$ cat config.mk
export PLATFORM = sky130hd
export DESIGN_NAME = ltc_bitslip_ctrl_flat
export DESIGN_NICKNAME = d
export VERILOG_FILES = /design/src/rtl/ltc_bitslip_ctrl_if.sv /design/src/rtl/ltc_bitslip_ctrl.sv /design/src/flat_wrapper.sv
export SDC_FILE = /design/constraint.sdc
export NUM_CORES = 1
export LEC_CHECK = 0
export CORE_MARGIN = 5
export CORE_UTILIZATION = 51
export DETAILED_ROUTE_END_ITERATION = 12
export HOLD_SLACK_MARGIN = 0.1
export MAX_ROUTING_LAYER = met4
export PLACE_DENSITY = 0.83
export SYNTH_ARGS = -nofsm -noshare
export SYNTH_HDL_FRONTEND = slang
export SYNTH_SLANG_ARGS = --single-unit
$ cat constraint.sdc
create_clock -name sys_clk -period 3.8 [get_ports sys_clk]
set_input_delay 0.57 -clock sys_clk [delete_from_list [all_inputs] [get_ports sys_clk]]
set_output_delay 0.57 -clock sys_clk [all_outputs]
set_load 0.02 [all_outputs]
$ cat src/rtl/ltc_bitslip_ctrl_if.sv
// ltc_bitslip_ctrl_if -- control, deserialized-word and status bundle of ltc_bitslip_ctrl.
// master: the side that feeds words and watches status. slave: the sequencer itself.
// Build macro LTC_TP_CHECK_EN adds the test-pattern status signals tp_ok and tp_err_count.

interface ltc_bitslip_ctrl_if #(
  parameter int SLIP_W = 5
);
  logic              start;
  logic              word_valid;
  logic [7:0]        frame_word;
  logic [7:0]        data_a;
  logic [7:0]        data_b;
  logic              bitslip;
  logic              busy;
  logic              aligned;
  logic              fail;
  logic [SLIP_W-1:0] slip_count;
`ifdef LTC_TP_CHECK_EN
  logic              tp_ok;
  logic [15:0]       tp_err_count;
`endif

  modport master (
    output start, word_valid, frame_word, data_a, data_b,
    input  bitslip, busy, aligned, fail, slip_count
`ifdef LTC_TP_CHECK_EN
    , input tp_ok, tp_err_count
`endif
  );

  modport slave (
    input  start, word_valid, frame_word, data_a, data_b,
    output bitslip, busy, aligned, fail, slip_count
`ifdef LTC_TP_CHECK_EN
    , output tp_ok, tp_err_count
`endif
  );
endinterface

$ cat src/rtl/ltc_bitslip_ctrl.sv
// ltc_bitslip_ctrl -- word-alignment sequencer for the LTC ADC LVDS capture path (sys_clk domain).
// Slips the ISERDES one bit at a time until the frame lane shows FRAME_PATTERN for
// MATCH_COUNT consecutive words, then supervises lock and restarts on loss.
// Build macro LTC_TP_CHECK_EN adds ADC test-pattern checking (tp_ok, tp_err_count).

module ltc_bitslip_ctrl #(
  parameter logic [7:0]  FRAME_PATTERN  = 8'hF0,
  parameter int          SETTLE_CYCLES  = 16,
  parameter int          MATCH_COUNT    = 8,
  parameter int          MAX_SLIPS      = 16,
  parameter int          LOSS_THRESHOLD = 4
`ifdef LTC_TP_CHECK_EN
  ,
  parameter logic [15:0] TP             = 16'h3DDA
`endif
) (
  input logic               sys_clk,
  input logic               sys_rst,
  ltc_bitslip_ctrl_if.slave bus
);

  localparam int SLIP_W   = $clog2(MAX_SLIPS + 1);
  localparam int SETTLE_W = $clog2(SETTLE_CYCLES + 1);
  localparam int MATCH_W  = $clog2(MATCH_COUNT + 1);
  localparam int MISS_W   = $clog2(LOSS_THRESHOLD + 1);

  localparam logic [SLIP_W-1:0]   SLIP_MAX    = SLIP_W'(MAX_SLIPS);
  localparam logic [SETTLE_W-1:0] SETTLE_LAST = SETTLE_W'(SETTLE_CYCLES - 1);
  localparam logic [MATCH_W-1:0]  MATCH_LAST  = MATCH_W'(MATCH_COUNT - 1);
  localparam logic [MISS_W-1:0]   MISS_LAST   = MISS_W'(LOSS_THRESHOLD - 1);

  typedef enum logic [2:0] {
    S_IDLE,
    S_SETTLE,
    S_CHECK,
    S_SLIP,
    S_ALIGNED,
    S_FAIL
  } state_t;

  state_t              state;
  logic [SETTLE_W-1:0] settle_cnt;
  logic [MATCH_W-1:0]  match_cnt;
  logic [MISS_W-1:0]   miss_cnt;
  logic                frame_match;
  logic                restart;

  // Frame comparison and the two ways a fresh attempt begins: a start request when
  // not busy, or the last tolerated miss while aligned (no bitslip on that path).
  always_comb begin
    // NOTE: every combinational output gets a default first so no latch is inferred.
    frame_match = (bus.frame_word == FRAME_PATTERN);
    restart     = 1'b0;
    if (bus.start && (state == S_IDLE || state == S_ALIGNED || state == S_FAIL))
      restart = 1'b1;
    else if (state == S_ALIGNED && bus.word_valid && !frame_match && miss_cnt == MISS_LAST)
      restart = 1'b1;
  end

  // Sequencer: state, counters and every registered status output.
  always_ff @(posedge sys_clk or posedge sys_rst) begin
    if (sys_rst) begin
      state          <= S_IDLE;
      settle_cnt     <= '0;
      match_cnt      <= '0;
      miss_cnt       <= '0;
      bus.bitslip    <= 1'b0;
      bus.busy       <= 1'b0;
      bus.aligned    <= 1'b0;
      bus.fail       <= 1'b0;
      bus.slip_count <= '0;
    end else begin
      // NOTE: sequential state uses non-blocking assignments only; the low default
      // here is what limits every bitslip pulse to a single cycle.
      bus.bitslip <= 1'b0;
      if (restart) begin
        state          <= S_SETTLE;
        settle_cnt     <= '0;
        match_cnt      <= '0;
        miss_cnt       <= '0;
        bus.busy       <= 1'b1;
        bus.aligned    <= 1'b0;
        bus.fail       <= 1'b0;
        bus.slip_count <= '0;
      end else begin
        case (state)
          S_SETTLE: begin
            if (settle_cnt == SETTLE_LAST) begin
              state     <= S_CHECK;
              match_cnt <= '0;
            end else begin
              settle_cnt <= settle_cnt + 1'b1;
            end
          end
          S_CHECK: begin
            if (bus.word_valid) begin
              if (frame_match) begin
                match_cnt <= match_cnt + 1'b1;
                if (match_cnt == MATCH_LAST) begin
                  state       <= S_ALIGNED;
                  miss_cnt    <= '0;
                  bus.busy    <= 1'b0;
                  bus.aligned <= 1'b1;
                end
              end else if (bus.slip_count == SLIP_MAX) begin
                state    <= S_FAIL;
                bus.busy <= 1'b0;
                bus.fail <= 1'b1;
              end else begin
                state       <= S_SLIP;
                bus.bitslip <= 1'b1;
              end
            end
          end
          S_SLIP: begin
            state          <= S_SETTLE;
            settle_cnt     <= '0;
            bus.slip_count <= bus.slip_count + 1'b1;
          end
          S_ALIGNED: begin
            if (bus.word_valid)
              miss_cnt <= frame_match ? '0 : miss_cnt + 1'b1;
          end
          S_IDLE, S_FAIL: ;
          default: state <= S_IDLE;
        endcase
      end
    end
  end

`ifdef LTC_TP_CHECK_EN
  logic [15:0] tp_sample;
  logic        enter_settle;

  // Rebuild the 16-bit ADC sample by interleaving the lanes, OUT_a bit above OUT_b bit.
  always_comb begin
    tp_sample = '0;
    for (int i = 0; i < 8; i++) begin
      tp_sample[2*i+1] = bus.data_a[i];
      tp_sample[2*i]   = bus.data_b[i];
    end
  end

  assign enter_settle = restart || (state == S_SLIP);

  // Test-pattern supervision on aligned words; cleared whenever a new settle begins.
  always_ff @(posedge sys_clk or posedge sys_rst) begin
    if (sys_rst) begin
      bus.tp_ok        <= 1'b0;
      bus.tp_err_count <= '0;
    end else if (enter_settle) begin
      bus.tp_ok        <= 1'b0;
      bus.tp_err_count <= '0;
    end else if (state == S_ALIGNED && bus.word_valid) begin
      bus.tp_ok <= (tp_sample == TP);
      if (tp_sample != TP && bus.tp_err_count != 16'hFFFF)
        bus.tp_err_count <= bus.tp_err_count + 16'd1;
    end
  end
`else
  // The data lanes only feed the test-pattern checker.
  logic unused_lanes;
  assign unused_lanes = ^{bus.data_a, bus.data_b};
`endif

endmodule
$ cat src/flat_wrapper.sv
// flat-port wrapper written by rule: the top's interface ports become plain ports
module ltc_bitslip_ctrl_flat 
#(
  parameter logic [7:0]  FRAME_PATTERN  = 8'hF0,
  parameter int          SETTLE_CYCLES  = 16,
  parameter int          MATCH_COUNT    = 8,
  parameter int          MAX_SLIPS      = 16,
  parameter int          LOSS_THRESHOLD = 4

)
  (sys_clk, sys_rst, bus_start, bus_word_valid, bus_frame_word, bus_data_a, bus_data_b, bus_bitslip, bus_busy, bus_aligned, bus_fail, bus_slip_count);
  ltc_bitslip_ctrl_if bus_i ();
  input logic sys_clk;
  input logic sys_rst;
  input wire logic [$bits(bus_i.start)-1:0] bus_start;
  input wire logic [$bits(bus_i.word_valid)-1:0] bus_word_valid;
  input wire logic [$bits(bus_i.frame_word)-1:0] bus_frame_word;
  input wire logic [$bits(bus_i.data_a)-1:0] bus_data_a;
  input wire logic [$bits(bus_i.data_b)-1:0] bus_data_b;
  output wire logic [$bits(bus_i.bitslip)-1:0] bus_bitslip;
  output wire logic [$bits(bus_i.busy)-1:0] bus_busy;
  output wire logic [$bits(bus_i.aligned)-1:0] bus_aligned;
  output wire logic [$bits(bus_i.fail)-1:0] bus_fail;
  output wire logic [$bits(bus_i.slip_count)-1:0] bus_slip_count;
  assign bus_i.start = bus_start;
  assign bus_i.word_valid = bus_word_valid;
  assign bus_i.frame_word = bus_frame_word;
  assign bus_i.data_a = bus_data_a;
  assign bus_i.data_b = bus_data_b;
  assign bus_bitslip = bus_i.bitslip;
  assign bus_busy = bus_i.busy;
  assign bus_aligned = bus_i.aligned;
  assign bus_fail = bus_i.fail;
  assign bus_slip_count = bus_i.slip_count;
  ltc_bitslip_ctrl #(.FRAME_PATTERN(FRAME_PATTERN), .SETTLE_CYCLES(SETTLE_CYCLES), .MATCH_COUNT(MATCH_COUNT), .MAX_SLIPS(MAX_SLIPS), .LOSS_THRESHOLD(LOSS_THRESHOLD)) u_core (.sys_clk(sys_clk), .sys_rst(sys_rst), .bus(bus_i));
endmodule
==> out/results.tsv <==
stage	metric	value	unit
power_and_ir_drop	p_switching	310.7	uW
cells_and_area	ff_latch_area	600.6	sq um
synth	yosysTopAreaCell	dfrtp_1	
synth	synth_ff_type	dfrtp_1	
synth	synthAdderAreaFrac	6.301	%
sta	setup-tns-final	0	ns
synth	synth_fp_nets	179	
sta	rsz0062_at_grt	no	
drt	drt_pre_antenna_iters	4	
clock_tree	cts_setup_buffers	0	
die	core	2686	sq um
synth	synth_compound_area_share	15.12	%
sta	worstMarginPinSlew	0.8819	ns
clock_tree	cts_hold_buffers	0	
run_status	status	complete, no violations	
global_routing	grt_pass1_vias	1162	
worst_setup_path	slowest_stage	or4_4	
synth	synth_top_family_by_area	simple AND/OR/NAND/NOR gates	
synth	synth_edf_count	0	
hold_path	hold_path.class	reg -> reg	
power_and_ir_drop	switching_share	38.09	%
power_and_ir_drop	fin_total_pwr	815.7	uW
die	dieWidth	62.21	um
sta	timing.final.crit_share	62.11	%
sta	skew	0.002512	ns
sta	hold_ws	0.4917	ns
sta	slew_viol_final	0	
clock_tree	numCtsBuffers	3	
global_routing	grt_antenna_before_repair	0	
synth	ys_warn_count	0	
sta	hold_viol	0	
synth	ys_ff_latch	24	
cells_and_area	fillers	240	
sta	min_period	2.360	ns
cells_and_area	area_growth	17.28	%
cells_and_area	drive_above_1_share	8.075	%
synth	synthXorXnorAreaFrac	5.041	%
clock_tree	clockBufferDepth	2	
synth	synthMuxAreaShare	2.250	%
global_routing	overflow	0	
power_and_ir_drop	pwr-share-clk	16.2	%
worst_setup_path	criticalPathCategory	in -> reg	
worst_setup_path	crit_arrival	2.57	ns
place	place_congestion	0.7989	
synth	synth-simple-area-share	23.13	%
worst_setup_path	cp-startpoint	bus_frame_word[1]	
worst_setup_path	rrSetupSlack	1.66	ns
power_and_ir_drop	pwr-share-comb	40.0	%
power_and_ir_drop	ir_drop	0.3221	mV
drt	vias	1115	
synth	yosysTopAreaCellShare	43.20	%
global_routing	grt_usage	15.64	%
die	rows	19	
hold_path	min_from	u_core.miss_cnt[0]	
clock_tree	clock_latency	0.30	ns
sta	setup_viol	0	
synth	ys_async_sr_fraction	100.0	%
power_and_ir_drop	p_per_area	500.3	nW/um^2
drt	drtIter0Drc	36	
power_and_ir_drop	power.internal	505.0	uW
synth	netlist_instances	144	
worst_setup_path	crit_required	4.01	ns
die	die_area	3869	sq um
cells_and_area	antenna_cells	0	
worst_setup_path	cpPeakStageDelay	0.54	ns
global_routing	grt_max_degree	25	
clock_tree	h-tree-depth	1	
place	portBuffers	20	
worst_setup_path	crit_path_start_kind	input pin	
die	die_h	62.21	um
die	io_pins	37	
cells_and_area	final_nets	197	
worst_setup_path	critical_path_peak_fanout	8	
clock_tree	cts.clk_slew.worst_paths	0.13	ns
clock_tree	clock-sinks	24	
die	start_util	51.75	%
drt	routedWlPerCell	14.56	um
power_and_ir_drop	seqPwrFrac	43.8	%
cells_and_area	multi_input_area	720.7	sq um
place	hpwl	2.166	mm
run	max_cap_viol_count	0	
clock_tree	tritoncts	built	
synth	syn_area	1390	sq um
drt	drc	0	
clock_tree	postCtsResizedCells	0	
synth	seq_area_frac_synth	43.20	%
clock_tree	clock-root-buffer	clkbuf_4	
worst_setup_path	cp_cell_sequence	clkdlybuf4s50_1, or4_4, nor2_1, nand4_1, and3_1, a211o_1	
synth	synth_area_leaders	dfrtp_1, ha_1, nor2_1, xor2_1, nand4_1	
worst_setup_path	end_kind	register	
sta	relSlewSlack	41.14	%
worst_setup_path	r2r-start	u_core.settle_cnt[0]	
drt	vias_per_cell	5.807	
synth	synth_cell_types	46	
drt	ant_nets	0	
power_and_ir_drop	leakagePower	0.7383	nW
sta	fmax	423.7	MHz
drt	routed_wl	2.796	mm
global_routing	grt_pass1_wl	4.961	mm
synth	synth_area_per_cell	9.653	sq um
-- kinds of logic after synthesis --
| kind of cell | count (synthesis) |
|---|---|
| AND/OR/NAND/NOR | 60 |
| AO/OA/AOI/OAI | 26 |
| flip-flops | 24 |
| buffers and inverters | 16 |
| XOR/XNOR | 8 |
| adder cells (fa/ha/maj) | 7 |
| multiplexers | 3 |
-- power groups by stage --
stage	logic (mW)	registers, mW	clock network, mW
after floorplan	0.268	0.341	0
after global placement	0.311	0.355	0
after detailed placement	0.329	0.360	0
after CTS	0.331	0.354	0.134
after global routing	0.370	0.364	0.148
final	0.326	0.357	0.132
-- path summary, 6_finish.rpt --
path	cells after the start	to
hold reg to reg	1	u_core.miss_cnt[0]
min in group asynchronous	2	u_core.bus.busy
setup reg to reg	8	u_core.bus.busy
max in group asynchronous	2	u_core.match_cnt[0]
setup / recovery	6	u_core.match_cnt[3]
hold / removal	1	u_core.miss_cnt[0]
-- final cells by class --
type / count / share of cell area, %
Timing Repair Buffer: 20 / 12.28
Sequential cell: 24 / 36.84
Multi-Input combinational cell: 104 / 44.21
Inverter: 9 / 2.072
Clock buffer: 4 / 2.226
Tap cell: 31 / 2.379
-- worst max-delay path, delay by kind of cell --
kind,cells,cell delay [ns]
AOI/OAI and AO/OA,1,0.22
and+or+nand+nor,4,1.37
buffers and inverters,1,0.41
-- metal layers --
layer	up-vias	share of wire, %	global-route usage [%]
met3	2	4.7	3.243
met5	-	0	-
met4	0	0.72	3.252
li1	539	-	-
met2	28	50	26.81
met1	546	45	18.86
-- sequential cells by signal, indices dropped and copies added (netlist names) --
register / count
u_core.bus.slip_count: 5
u_core.settle_cnt: 5
u_core.match_cnt: 4
u_core.miss_cnt: 3
u_core.state: 3
u_core.bus.aligned: 1
u_core.bus.bitslip: 1
u_core.bus.busy: 1
u_core.bus.fail: 1
-- cells in the mapped netlist, types with 2 or more instances --
| library cell | instances |
|---|---|
| a211o_1 | 2 |
| a21oi_1 | 4 |
| a22o_1 | 2 |
| and3_1 | 3 |
| clkbuf_1 | 4 |
| dfrtp_1 | 24 |
| ha_1 | 7 |
| inv_1 | 9 |
| mux2i_1 | 2 |
| nand2_1 | 7 |
| nand3_1 | 2 |
| nand4_1 | 6 |
| nor2_1 | 22 |
| nor2b_1 | 5 |
| nor3_1 | 2 |
| nor3b_1 | 4 |
| o21ai_0 | 2 |
| o22ai_1 | 3 |
| xnor2_1 | 3 |
| xor2_1 | 5 |
-- through the flow --
stage | instance area [sq um] | setup slack (ns) | cells | utilization [%]
global placement | 1594 | 1.172 | 188 | 59.34
finish | 1630 | 1.440 | 192 | 60.69
CTS | 1630 | 1.466 | 192 | 60.69
global route | 1630 | 1.379 | 192 | 60.69
floorplan | 1390 | 1.673 | 144 | -
detailed placement | 1594 | 1.134 | 188 | 59.34
-- layout by cell type, fill, tap and decap left out, types with 2 or more instances in the layout --
master	count
nor2_1	22
inv_1	9
nand2_1	7
xor2_1	5
dfrtp_1	24
o22ai_1	3
nand4_1	6
a211o_1	2
clkbuf_4	3
clkdlybuf4s50_1	20
mux2i_1	2
a22o_1	2
xnor2_1	3
ha_1	7
nor3_1	2
nor3b_1	4
and3_1	3
nor2b_1	5
nand3_1	2
o21ai_0	2
a21oi_1	4
Note: power is estimated with default switching activity, not from simulation.
